==> config.mk <==
export PLATFORM = sky130hd
export DESIGN_NAME = uart_loader
export DESIGN_NICKNAME = d
export VERILOG_FILES = /design/src/rtl/uart_loader_pkg.sv /design/src/rtl/uart_loader_rx.sv /design/src/rtl/uart_loader.sv
export SDC_FILE = /design/constraint.sdc
export NUM_CORES = 1
export LEC_CHECK = 0
export CAP_MARGIN = 10
export CORE_MARGIN = 4
export CORE_UTILIZATION = 30
export CTS_CLUSTER_SIZE = 25
export DETAILED_ROUTE_END_ITERATION = 8
export SLEW_MARGIN = 20
export SYNTH_ARGS = -nofsm -noshare
export SYNTH_HDL_FRONTEND = slang
export SYNTH_HIERARCHICAL = 1
export SYNTH_SLANG_ARGS = --single-unit
==> constraint.sdc <==
create_clock -name clk -period 4.78 [get_ports clk]
set_input_delay 0.956 -clock clk [delete_from_list [all_inputs] [get_ports clk]]
set_output_delay 0.956 -clock clk [all_outputs]
set_load 0.005 [all_outputs]
==> src/rtl/uart_loader_pkg.sv <==
// Shared definitions for the UART program loader and the memory subsystem:
// bit timing, loader state encodings and word geometry.
package uart_loader_pkg;

  localparam int unsigned DEF_SYS_CLK_FREQ   = 32'd100000000;
  localparam int unsigned DEF_UART_BAUD_RATE = 32'd115200;
  localparam int unsigned BYTES_PER_WORD     = 32'd4;

  function automatic int unsigned clks_per_bit(input int unsigned sys_clk_freq,
                                               input int unsigned baud_rate);
    return sys_clk_freq / baud_rate;
  endfunction

  // 868 system clocks per serial bit at the default rates
  localparam int unsigned CLKS_PER_BIT = clks_per_bit(DEF_SYS_CLK_FREQ, DEF_UART_BAUD_RATE);

  typedef enum logic [2:0] {
    LD_LEN   = 3'd0,
    LD_WORD  = 3'd1,
    LD_WRITE = 3'd2,
    LD_DONE  = 3'd3,
    LD_ERROR = 3'd4
  } loader_state_t;

  typedef enum logic [1:0] {
    RX_IDLE  = 2'd0,
    RX_START = 2'd1,
    RX_DATA  = 2'd2,
    RX_STOP  = 2'd3
  } rx_state_t;

endpackage

==> src/rtl/uart_loader_rx.sv <==
// 8N1 serial receiver: synchronizes rx, samples mid-bit and emits one-cycle
// byte_valid pulses, or a stop_error pulse when the stop bit reads 0.
module uart_rx
  import uart_loader_pkg::*;
#(
  parameter int unsigned BIT_TICKS = 32'd868
) (
  input  logic       clk,
  input  logic       rst,
  input  logic       rx,
  output logic       byte_valid,
  output logic [7:0] byte_data,
  output logic       stop_error
);

  localparam int unsigned          CNT_W    = $clog2(BIT_TICKS + 32'd1);
  localparam logic [CNT_W-1:0]     FULL_END = CNT_W'(BIT_TICKS - 32'd1);
  localparam logic [CNT_W-1:0]     HALF_END = CNT_W'(BIT_TICKS / 32'd2 - 32'd1);
  localparam logic [CNT_W-1:0]     CNT_ONE  = CNT_W'(32'd1);

  logic             sync1_r, sync2_r;
  rx_state_t        state_r, state_nxt_s;
  logic [CNT_W-1:0] cnt_r, cnt_nxt_s;
  logic [2:0]       bit_r, bit_nxt_s;
  logic [7:0]       shift_r, shift_nxt_s;
  logic [7:0]       data_r, data_nxt_s;
  logic             valid_r, valid_nxt_s;
  logic             err_r, err_nxt_s;

  // two-flop synchronizer, preset to the idle-high line level
  always_ff @(posedge clk) begin
    if (!rst) begin
      sync1_r <= 1'b1;
      sync2_r <= 1'b1;
    end else begin
      sync1_r <= rx;
      sync2_r <= sync1_r;
    end
  end

  // receive FSM next-state, bit timing and output decode
  always_comb begin
    state_nxt_s = state_r;
    cnt_nxt_s   = cnt_r;
    bit_nxt_s   = bit_r;
    shift_nxt_s = shift_r;
    data_nxt_s  = data_r;
    valid_nxt_s = 1'b0;
    err_nxt_s   = 1'b0;
    case (state_r)
      RX_IDLE: begin
        cnt_nxt_s = '0;
        if (!sync2_r) state_nxt_s = RX_START;
        else          state_nxt_s = RX_IDLE;
      end
      RX_START: begin
        if (cnt_r == HALF_END) begin
          cnt_nxt_s = '0;
          bit_nxt_s = 3'd0;
          // a line already back high at mid start bit was only a glitch
          if (sync2_r) state_nxt_s = RX_IDLE;
          else         state_nxt_s = RX_DATA;
        end else begin
          cnt_nxt_s = cnt_r + CNT_ONE;
        end
      end
      RX_DATA: begin
        if (cnt_r == FULL_END) begin
          cnt_nxt_s   = '0;
          shift_nxt_s = {sync2_r, shift_r[7:1]};
          if (bit_r == 3'd7) state_nxt_s = RX_STOP;
          else               bit_nxt_s   = bit_r + 3'd1;
        end else begin
          cnt_nxt_s = cnt_r + CNT_ONE;
        end
      end
      RX_STOP: begin
        if (cnt_r == FULL_END) begin
          cnt_nxt_s   = '0;
          state_nxt_s = RX_IDLE;
          if (sync2_r) begin
            valid_nxt_s = 1'b1;
            data_nxt_s  = shift_r;
          end else begin
            err_nxt_s = 1'b1;
          end
        end else begin
          cnt_nxt_s = cnt_r + CNT_ONE;
        end
      end
      default: state_nxt_s = RX_IDLE;
    endcase
  end

  // receive state and registered outputs
  always_ff @(posedge clk) begin
    if (!rst) begin
      state_r <= RX_IDLE;
      cnt_r   <= '0;
      bit_r   <= 3'd0;
      shift_r <= 8'd0;
      data_r  <= 8'd0;
      valid_r <= 1'b0;
      err_r   <= 1'b0;
    end else begin
      state_r <= state_nxt_s;
      cnt_r   <= cnt_nxt_s;
      bit_r   <= bit_nxt_s;
      shift_r <= shift_nxt_s;
      data_r  <= data_nxt_s;
      valid_r <= valid_nxt_s;
      err_r   <= err_nxt_s;
    end
  end

  assign byte_valid = valid_r;
  assign byte_data  = data_r;
  assign stop_error = err_r;

endmodule

==> src/rtl/uart_loader.sv <==
// Boot loader: receives a little-endian word count followed by that many
// words over UART and writes them to consecutive memory words from address 0.
module uart_loader
  import uart_loader_pkg::*;
#(
  parameter int unsigned SYS_CLK_FREQ   = 32'd100000000,
  parameter int unsigned UART_BAUD_RATE = 32'd115200,
  parameter int unsigned ADDR_WIDTH     = 32'd17,
  parameter int unsigned LEN            = 32'd32
) (
  input  logic                  clk,
  input  logic                  rst,
  input  logic                  rx,
  input  logic                  mem_write_ready,
  output logic                  load_write_en,
  output logic [ADDR_WIDTH-1:0] load_addr,
  output logic [LEN-1:0]        load_data,
  output logic                  core_hold,
  output logic                  load_done,
  output logic                  frame_error
);

  localparam int unsigned BIT_CLKS  = clks_per_bit(SYS_CLK_FREQ, UART_BAUD_RATE);
  localparam int unsigned IDX_W     = ADDR_WIDTH - 32'd1;
  localparam logic [31:0] MAX_WORDS = 32'd1 << (ADDR_WIDTH - 32'd2);
  localparam logic [1:0]  LAST_BYTE = 2'(BYTES_PER_WORD - 32'd1);

  logic                  rx_valid_s, rx_err_s;
  logic [7:0]            rx_byte_s;
  loader_state_t         state_r, state_nxt_s;
  logic [1:0]            byte_cnt_r, byte_cnt_nxt_s;
  logic [LEN-1:0]        asm_r, asm_nxt_s, asm_shift_s;
  logic [31:0]           count_r, count_nxt_s, count_new_s, idx_inc_s;
  logic [IDX_W-1:0]      idx_r, idx_nxt_s;
  logic [LEN-1:0]        data_r, data_nxt_s;
  logic [ADDR_WIDTH-1:0] addr_r;
  logic                  write_en_r, hold_r, done_r, ferr_r;

  uart_rx #(.BIT_TICKS(BIT_CLKS)) u_rx (
    .clk        (clk),
    .rst        (rst),
    .rx         (rx),
    .byte_valid (rx_valid_s),
    .byte_data  (rx_byte_s),
    .stop_error (rx_err_s)
  );

  // bytes arrive LSB-first, so each new byte enters at the top
  assign asm_shift_s = {rx_byte_s, asm_r[LEN-1:8]};
  assign count_new_s = asm_shift_s[31:0];
  assign idx_inc_s   = 32'(idx_r) + 32'd1;

  // loader FSM next-state and datapath updates
  always_comb begin
    state_nxt_s    = state_r;
    byte_cnt_nxt_s = byte_cnt_r;
    asm_nxt_s      = asm_r;
    count_nxt_s    = count_r;
    idx_nxt_s      = idx_r;
    data_nxt_s     = data_r;
    case (state_r)
      LD_LEN: begin
        if (rx_err_s) begin
          state_nxt_s = LD_ERROR;
        end else if (rx_valid_s) begin
          asm_nxt_s      = asm_shift_s;
          byte_cnt_nxt_s = byte_cnt_r + 2'd1;
          if (byte_cnt_r == LAST_BYTE) begin
            count_nxt_s = count_new_s;
            if (count_new_s == 32'd0)          state_nxt_s = LD_DONE;
            else if (count_new_s > MAX_WORDS)  state_nxt_s = LD_ERROR;
            else                               state_nxt_s = LD_WORD;
          end else begin
            state_nxt_s = LD_LEN;
          end
        end else begin
          state_nxt_s = LD_LEN;
        end
      end
      LD_WORD: begin
        if (rx_err_s) begin
          state_nxt_s = LD_ERROR;
        end else if (rx_valid_s) begin
          asm_nxt_s      = asm_shift_s;
          byte_cnt_nxt_s = byte_cnt_r + 2'd1;
          if (byte_cnt_r == LAST_BYTE) begin
            data_nxt_s  = asm_shift_s;
            state_nxt_s = LD_WRITE;
          end else begin
            state_nxt_s = LD_WORD;
          end
        end else begin
          state_nxt_s = LD_WORD;
        end
      end
      LD_WRITE: begin
        // a byte landing before the pending word is accepted is an overrun
        if (rx_err_s || rx_valid_s) begin
          state_nxt_s = LD_ERROR;
        end else if (mem_write_ready) begin
          idx_nxt_s = IDX_W'(idx_inc_s);
          if (idx_inc_s == count_r) state_nxt_s = LD_DONE;
          else                      state_nxt_s = LD_WORD;
        end else begin
          state_nxt_s = LD_WRITE;
        end
      end
      LD_DONE:  state_nxt_s = LD_DONE;
      LD_ERROR: state_nxt_s = LD_ERROR;
      default:  state_nxt_s = LD_ERROR;
    endcase
  end

  // loader state, datapath and registered outputs
  always_ff @(posedge clk) begin
    if (!rst) begin
      state_r    <= LD_LEN;
      byte_cnt_r <= 2'd0;
      asm_r      <= '0;
      count_r    <= 32'd0;
      idx_r      <= '0;
      data_r     <= '0;
      addr_r     <= '0;
      write_en_r <= 1'b0;
      hold_r     <= 1'b1;
      done_r     <= 1'b0;
      ferr_r     <= 1'b0;
    end else begin
      state_r    <= state_nxt_s;
      byte_cnt_r <= byte_cnt_nxt_s;
      asm_r      <= asm_nxt_s;
      count_r    <= count_nxt_s;
      idx_r      <= idx_nxt_s;
      data_r     <= data_nxt_s;
      write_en_r <= (state_nxt_s == LD_WRITE);
      // address only moves when a write is posted, so it never passes the last word
      if (state_nxt_s == LD_WRITE) addr_r <= {idx_r[ADDR_WIDTH-3:0], 2'b00};
      else                         addr_r <= addr_r;
      done_r     <= done_r | (state_r == LD_DONE);
      hold_r     <= ~(done_r | (state_r == LD_DONE));
      ferr_r     <= ferr_r | (state_nxt_s == LD_ERROR);
    end
  end

  assign load_write_en = write_en_r;
  assign load_addr     = addr_r;
  assign load_data     = data_r;
  assign core_hold     = hold_r;
  assign load_done     = done_r;
  assign frame_error   = ferr_r;

endmodule

==> results of run 1 <==
[worst paths after layout]
kind	to	slack [ns]	depth (start not counted)	start
worst min register to register	u_rx/sync2_r	0.41	1	u_rx/sync1_r
worst min-delay path	u_rx/sync2_r	0.41	1	u_rx/sync1_r
worst max register to register	load_addr[16]	1.39	8	idx_r[0]
worst max-delay path	load_addr[16]	1.39	8	idx_r[0]
[flip-flops by register name, summed over array words and instances (netlist names), 2 cells and up, named ones only]
signal and cells:
u_rx/cnt_r 10, u_rx/byte_data 8, load_data 32, count_r 32, idx_r 16, asm_r 24
u_rx/shift_r 8, load_addr 15, state_r 3, u_rx/bit_r 3, byte_cnt_r 2
[placed cells by master, fill, tap and decap left out, types with 10 or more instances in the layout]
cell | Yosys | routed
a21oi_1 | 98 | 98
clkbuf_16 | 0 | 17
clkdlybuf4s50_1 | 0 | 53
dfxtp_1 | 163 | 163
mux2_2 | 14 | 14
mux2i_1 | 12 | 12
nand2_1 | 235 | 235
nand3_1 | 41 | 41
nand4_1 | 10 | 10
nor2_1 | 38 | 38
nor4_1 | 15 | 15
o21ai_0 | 18 | 18
o31ai_1 | 14 | 14
xnor2_1 | 23 | 23
xor2_1 | 14 | 14
[stage by stage]
step,util,setup WS [ns],hold WS (ns)
global route,0.367,1.20,0.452
global placement,0.340,1.56,0.403
CTS,0.366,1.43,0.415
floorplan,-,2.21,0.386
finish,0.367,1.39,0.412
detailed placement,0.340,1.45,0.406
[logic make-up (layout without fill, tap and decap cells)]
family	count (synthesis)	count (layout)	synth area share
simple gates	398	398	0.262
flops	163	163	0.464
compound gates	158	158	0.134
buf+inv	69	102	0.0424
xor+xnor	37	37	0.0461
mux	26	26	0.0395
fa+ha+maj	6	6	0.0107
other cells	1	2	0.000534
[power by group through the flow]
stage	clock, W	sequential, W	combinational (W)
6_report	0.00142	0.00136	0.0000327
5_1_grt	0.00151	0.00136	0.0000368
4_1_cts	0.00146	0.00136	0.0000334
3_5_place_dp	0	0.00139	0.0000334
3_3_place_gp	0	0.00139	0.0000334
2_1_floorplan	0	0.00139	0.0000251
[layout make-up]
type	count	area [µm²]
timing repair buffer	62	596
clock buffer	18	439
inverter	9	35.0
fill	2400	14500
multi-input combinational	627	3480
sequential	163	3260
clock inverter	13	173
tap	313	392
[critical path: cells and delay by family (launching register included)]
kind / cells / cell delay [ns]
AND/OR/NAND/NOR: 4 / 1.81
AO/OA/AOI/OAI: 2 / 0.50
adder cells (fa/ha/maj): 1 / 0.31
XOR/XNOR: 1 / 0.10
flip-flops: 1 / 0.50
[layer usage]
| layer | GRT usage | up-vias | wire, µm |
|---|---|---|---|
| li1 | - | 2979 | - |
| met1 | 0.181 | 2682 | 8530 |
| met2 | 0.204 | 95 | 7480 |
| met3 | 0.0304 | 15 | 531 |
| met4 | 0.0345 | 0 | 191 |
| met5 | 0 | - | 0 |
==> metrics.txt, run 1 <==
CORE AREA=22800 µm²; Vias=5771; vias in the first global route=5545; # DRC=0; Post-CTS Setup Bufs=0; Post-synth EDFFs=0; Starting DRT DRC Count=392; # clock sinks=163; Final Non-Filler Cells=1205; post-route cell area=8380 µm²; fin crit period=3.39 ns; later-pin clock latency in the skew report=0.42 ns; library cells used by synthesis=65; I/O pin count=57; syn avg cell area=8.19 µm²; pwr dens=336 nW/µm²; Pleak=2.68 nW; Seq/Total Area, Yosys=0.464; Startpoint Class=register; crit-path max cell delay=0.95 ns; I/O Buffers=54; share of cells above drive strength 1=0.0774; layout overhead on the synthesized area=19.2%; hold buffer count at cts=0; Tcrit/Tclk final=0.708; number of max-cap violations=0; Yosys warnings=6; ys flop type=dfxtp_1; Die X-Extent=161 µm; Hold WC Path Type=reg2reg; initial antenna violation count=0; Mapped Cells=858; post-DP HPWL=11100 µm; relative slew slack=0.259; CP Max Fanout=17; Peak Freq=0.295 GHz; die height=161 µm; sequential share of power=0.483; Net Sw Frac=0.215; post-synth top area cell=dfxtp_1; GP Congestion=0.849; slowest CP cell=nor4_4; H-tree depth=4; Worst-path clk slew=0.06 ns; Post-synth top cells=nand2_1, dfxtp_1, a21oi_1; 1st-pass router iterations=5; top cells by area, synth=dfxtp_1, nand2_1, a21oi_1; CTS buffer count=17; GRT Overall Usage=0.130; final setup violation count=0; net count of the finished layout=890; proportion of power drawn by the clock network=0.505; Pins Over Slew Limit=0; final hold viol count=0; CTS tree=done; combinational share of power=0.012; most numerous cell in the Yosys netlist=nand2_1; total power=0.00281 W; Slew @ Worst Pin=1.10 ns; Yosys reg bits=163; WL final=16700 µm; routed length per placed instance=13.9 µm; endpoint class of the critical path=register; DP Area=7760 µm²; outcome=completed; ANT nets after route=0; CP Data Arrival Time=3.64 ns; n_diodes=0; row count=55; via/cell ratio=4.79; die area=25900 µm²; WS Path Type=reg2reg; Max Clock Skew=0.00977 ns; grt ovf=0; setup_tns=0 ns; Longest Clk Path Bufs=2; RSZ-0062 raised after global routing=no; pin count of the biggest net entering global routing=75; Clock Tree Root=clkbuf_16; critical path, cell by cell=ha_1, nand4_1, or3_1, nor3_1, xor2_1, a211o_1, nor4_4, o221ai_1; worst endpoint required time=5.03 ns; first-pass GRT wire length=28000 µm; top cell type's share of synthesized area=0.464; Netlist Area Pre-Place=7030 µm²; ys async rst share=0; internal power consumption=0.00221 W; Cell Count Post-Placement=1174; # resized after CTS=0; VDD IR-drop max=0.274 mV; initial core utilization=0.308; net switching power=0.000605 W
No activity file was read; power rests on OpenSTA's default activity.
==> inputs of run 2 (changes only) <==
==> constraint.sdc (replaced) <==
create_clock -name clk -period 3 [get_ports clk]
set_input_delay 0.6 -clock clk [delete_from_list [all_inputs] [get_ports clk]]
set_output_delay 0.6 -clock clk [all_outputs]
set_load 0.005 [all_outputs]
==> metrics.txt, run 2 (same netlist as run 1, synthesis figures left out) <==
endpoint class of the critical path=register; Startpoint Class=register; Hold WC Path Type=reg2reg; Sequential cell area=3260 µm²; commonest non-fill, non-tap cell in the layout=nand2_1; Tcrit/Tclk final=0.922; WL final=17300 µm; Pins Over Slew Limit=0; outcome=completed; fill count=2418; GP Congestion=0.842; Vias=5831; Max Clock Skew=0.00786 ns; Post-CTS Setup Bufs=0; CORE AREA=22800 µm²; final setup violation count=0; share of cells above drive strength 1=0.0864; reg2reg start=idx_r[1]; CP Data Arrival Time=3.06 ns; later-pin clock latency in the skew report=0.42 ns; # resized after CTS=0; setup_tns=0 ns; total power=0.00434 W; Starting DRT DRC Count=387; # DRC=0; grt ovf=0; I/O Buffers=54; Longest Clk Path Bufs=2; final hold viol count=0; pwr dens=514 nW/µm²; n_diodes=0; GRT Overall Usage=0.132; die area=25900 µm²; worst hold start=u_rx/sync1_r; WS Path Type=reg2reg; Cell Count Post-Placement=1184; CTS tree=done; H-tree depth=4; layout overhead on the synthesized area=20.3%; VDD IR-drop max=0.347 mV; row count=55; area of the multi-input gates=3480 µm²; initial core utilization=0.308; worst endpoint required time=3.29 ns; RSZ-0062 raised after global routing=no; Clock Tree Root=clkbuf_16; ANT nets after route=0; relative slew slack=0.506; 1st-pass router iterations=5; pin count of the biggest net entering global routing=75; Peak Freq=0.362 GHz; number of max-cap violations=0; Final Non-Filler Cells=1216; hold buffer count at cts=0; first-pass GRT wire length=28400 µm; die height=161 µm; # clock sinks=163; vias in the first global route=5328; CP Max Fanout=17; via/cell ratio=4.80; I/O pin count=57; net count of the finished layout=900; Worst-path clk slew=0.06 ns; fin crit period=2.77 ns; Die X-Extent=161 µm; CTS buffer count=17; routed length per placed instance=14.3 µm; initial antenna violation count=0; post-DP HPWL=11600 µm; commonest cells after routing, fill and taps aside=nand2_1, dfxtp_1, a21oi_1; Pleak=2.73 nW; crit path from=idx_r[1]; Slew @ Worst Pin=0.735 ns
-- run 2: changes by cell type in the layout (fill, tap and decap cells not counted), sizes merged --
| cell | change |
|---|---|
| clkinvlp | +1 |
| buf | +10 |
| clkbuf | +2 |
| bufinv | -2 |
-- run 2: worst paths after layout --
| path | to | slack [ns] | cells past startpoint |
|---|---|---|---|
| worst max-delay path | load_addr[16] | 0.23 | 9 |
| worst min-delay path | u_rx/sync2_r | 0.41 | 1 |
| worst max register to register | load_addr[16] | 0.23 | 9 |
| worst min register to register | u_rx/sync2_r | 0.41 | 1 |
-- run 2: per-layer routing --
metal,global-route usage,wire [µm],vias up
li1,-,-,2991
met1,0.195,8880,2718
met2,0.199,7620,110
met3,0.0291,703,12
met4,0.0279,124,0
met5,0,0,-
-- run 2: power breakdown --
group | switching (W) | internal [W]
clock | 0.000914 | 0.00120
combinational | 0.0000444 | 0.0000132
sequential | 0.00000277 | 0.00217
-- run 2: layout make-up --
class | count | share of cell area
clock buffers | 20 | 0.0540
repair buffers | 72 | 0.0838
well taps | 313 | 0.0463
flip-flops and latches | 163 | 0.386
clock inverters | 12 | 0.0142
inverters | 9 | 0.00400
multi-input cells | 627 | 0.411
-- run 2: critical path: stages (launching register included) --
cell      delay (ns)
dfxtp_1         0.44
ha_1            0.31
nand4_1         0.20
or3_1           0.40
nor3_1          0.24
xor2_1          0.10
a211o_1         0.31
nor4_4          0.25
buf_4           0.27
o221ai_1        0.12
-- run 2: metrics by stage --
step	area, µm²	util	hold slack [ns]	setup WS (ns)
3_3_place_gp	7870	0.345	0.393	0.339
4_1_cts	8450	0.370	0.421	0.245
3_5_place_dp	7870	0.345	0.405	0.257
5_1_grt	8450	0.370	0.434	0.0438
6_report	8450	0.370	0.414	0.235
2_1_floorplan	7030	-	0.386	0.430
==> inputs of run 3 (changes only) <==
--- a/config.mk
+++ b/config.mk
@@ -5,12 +5,13 @@
 export SDC_FILE = /design/constraint.sdc
 export NUM_CORES = 1
 export LEC_CHECK = 0
+export ABC_CLOCK_PERIOD_IN_PS = 3000
 export CAP_MARGIN = 10
 export CORE_MARGIN = 4
 export CORE_UTILIZATION = 30
 export CTS_CLUSTER_SIZE = 25
 export DETAILED_ROUTE_END_ITERATION = 8
-export SLEW_MARGIN = 20
+export SLEW_MARGIN = 25
 export SYNTH_ARGS = -nofsm -noshare
 export SYNTH_HDL_FRONTEND = slang
 export SYNTH_HIERARCHICAL = 1
==> results of run 3 <==
The final DEF is identical to that of run 2; final timing and power are the same.
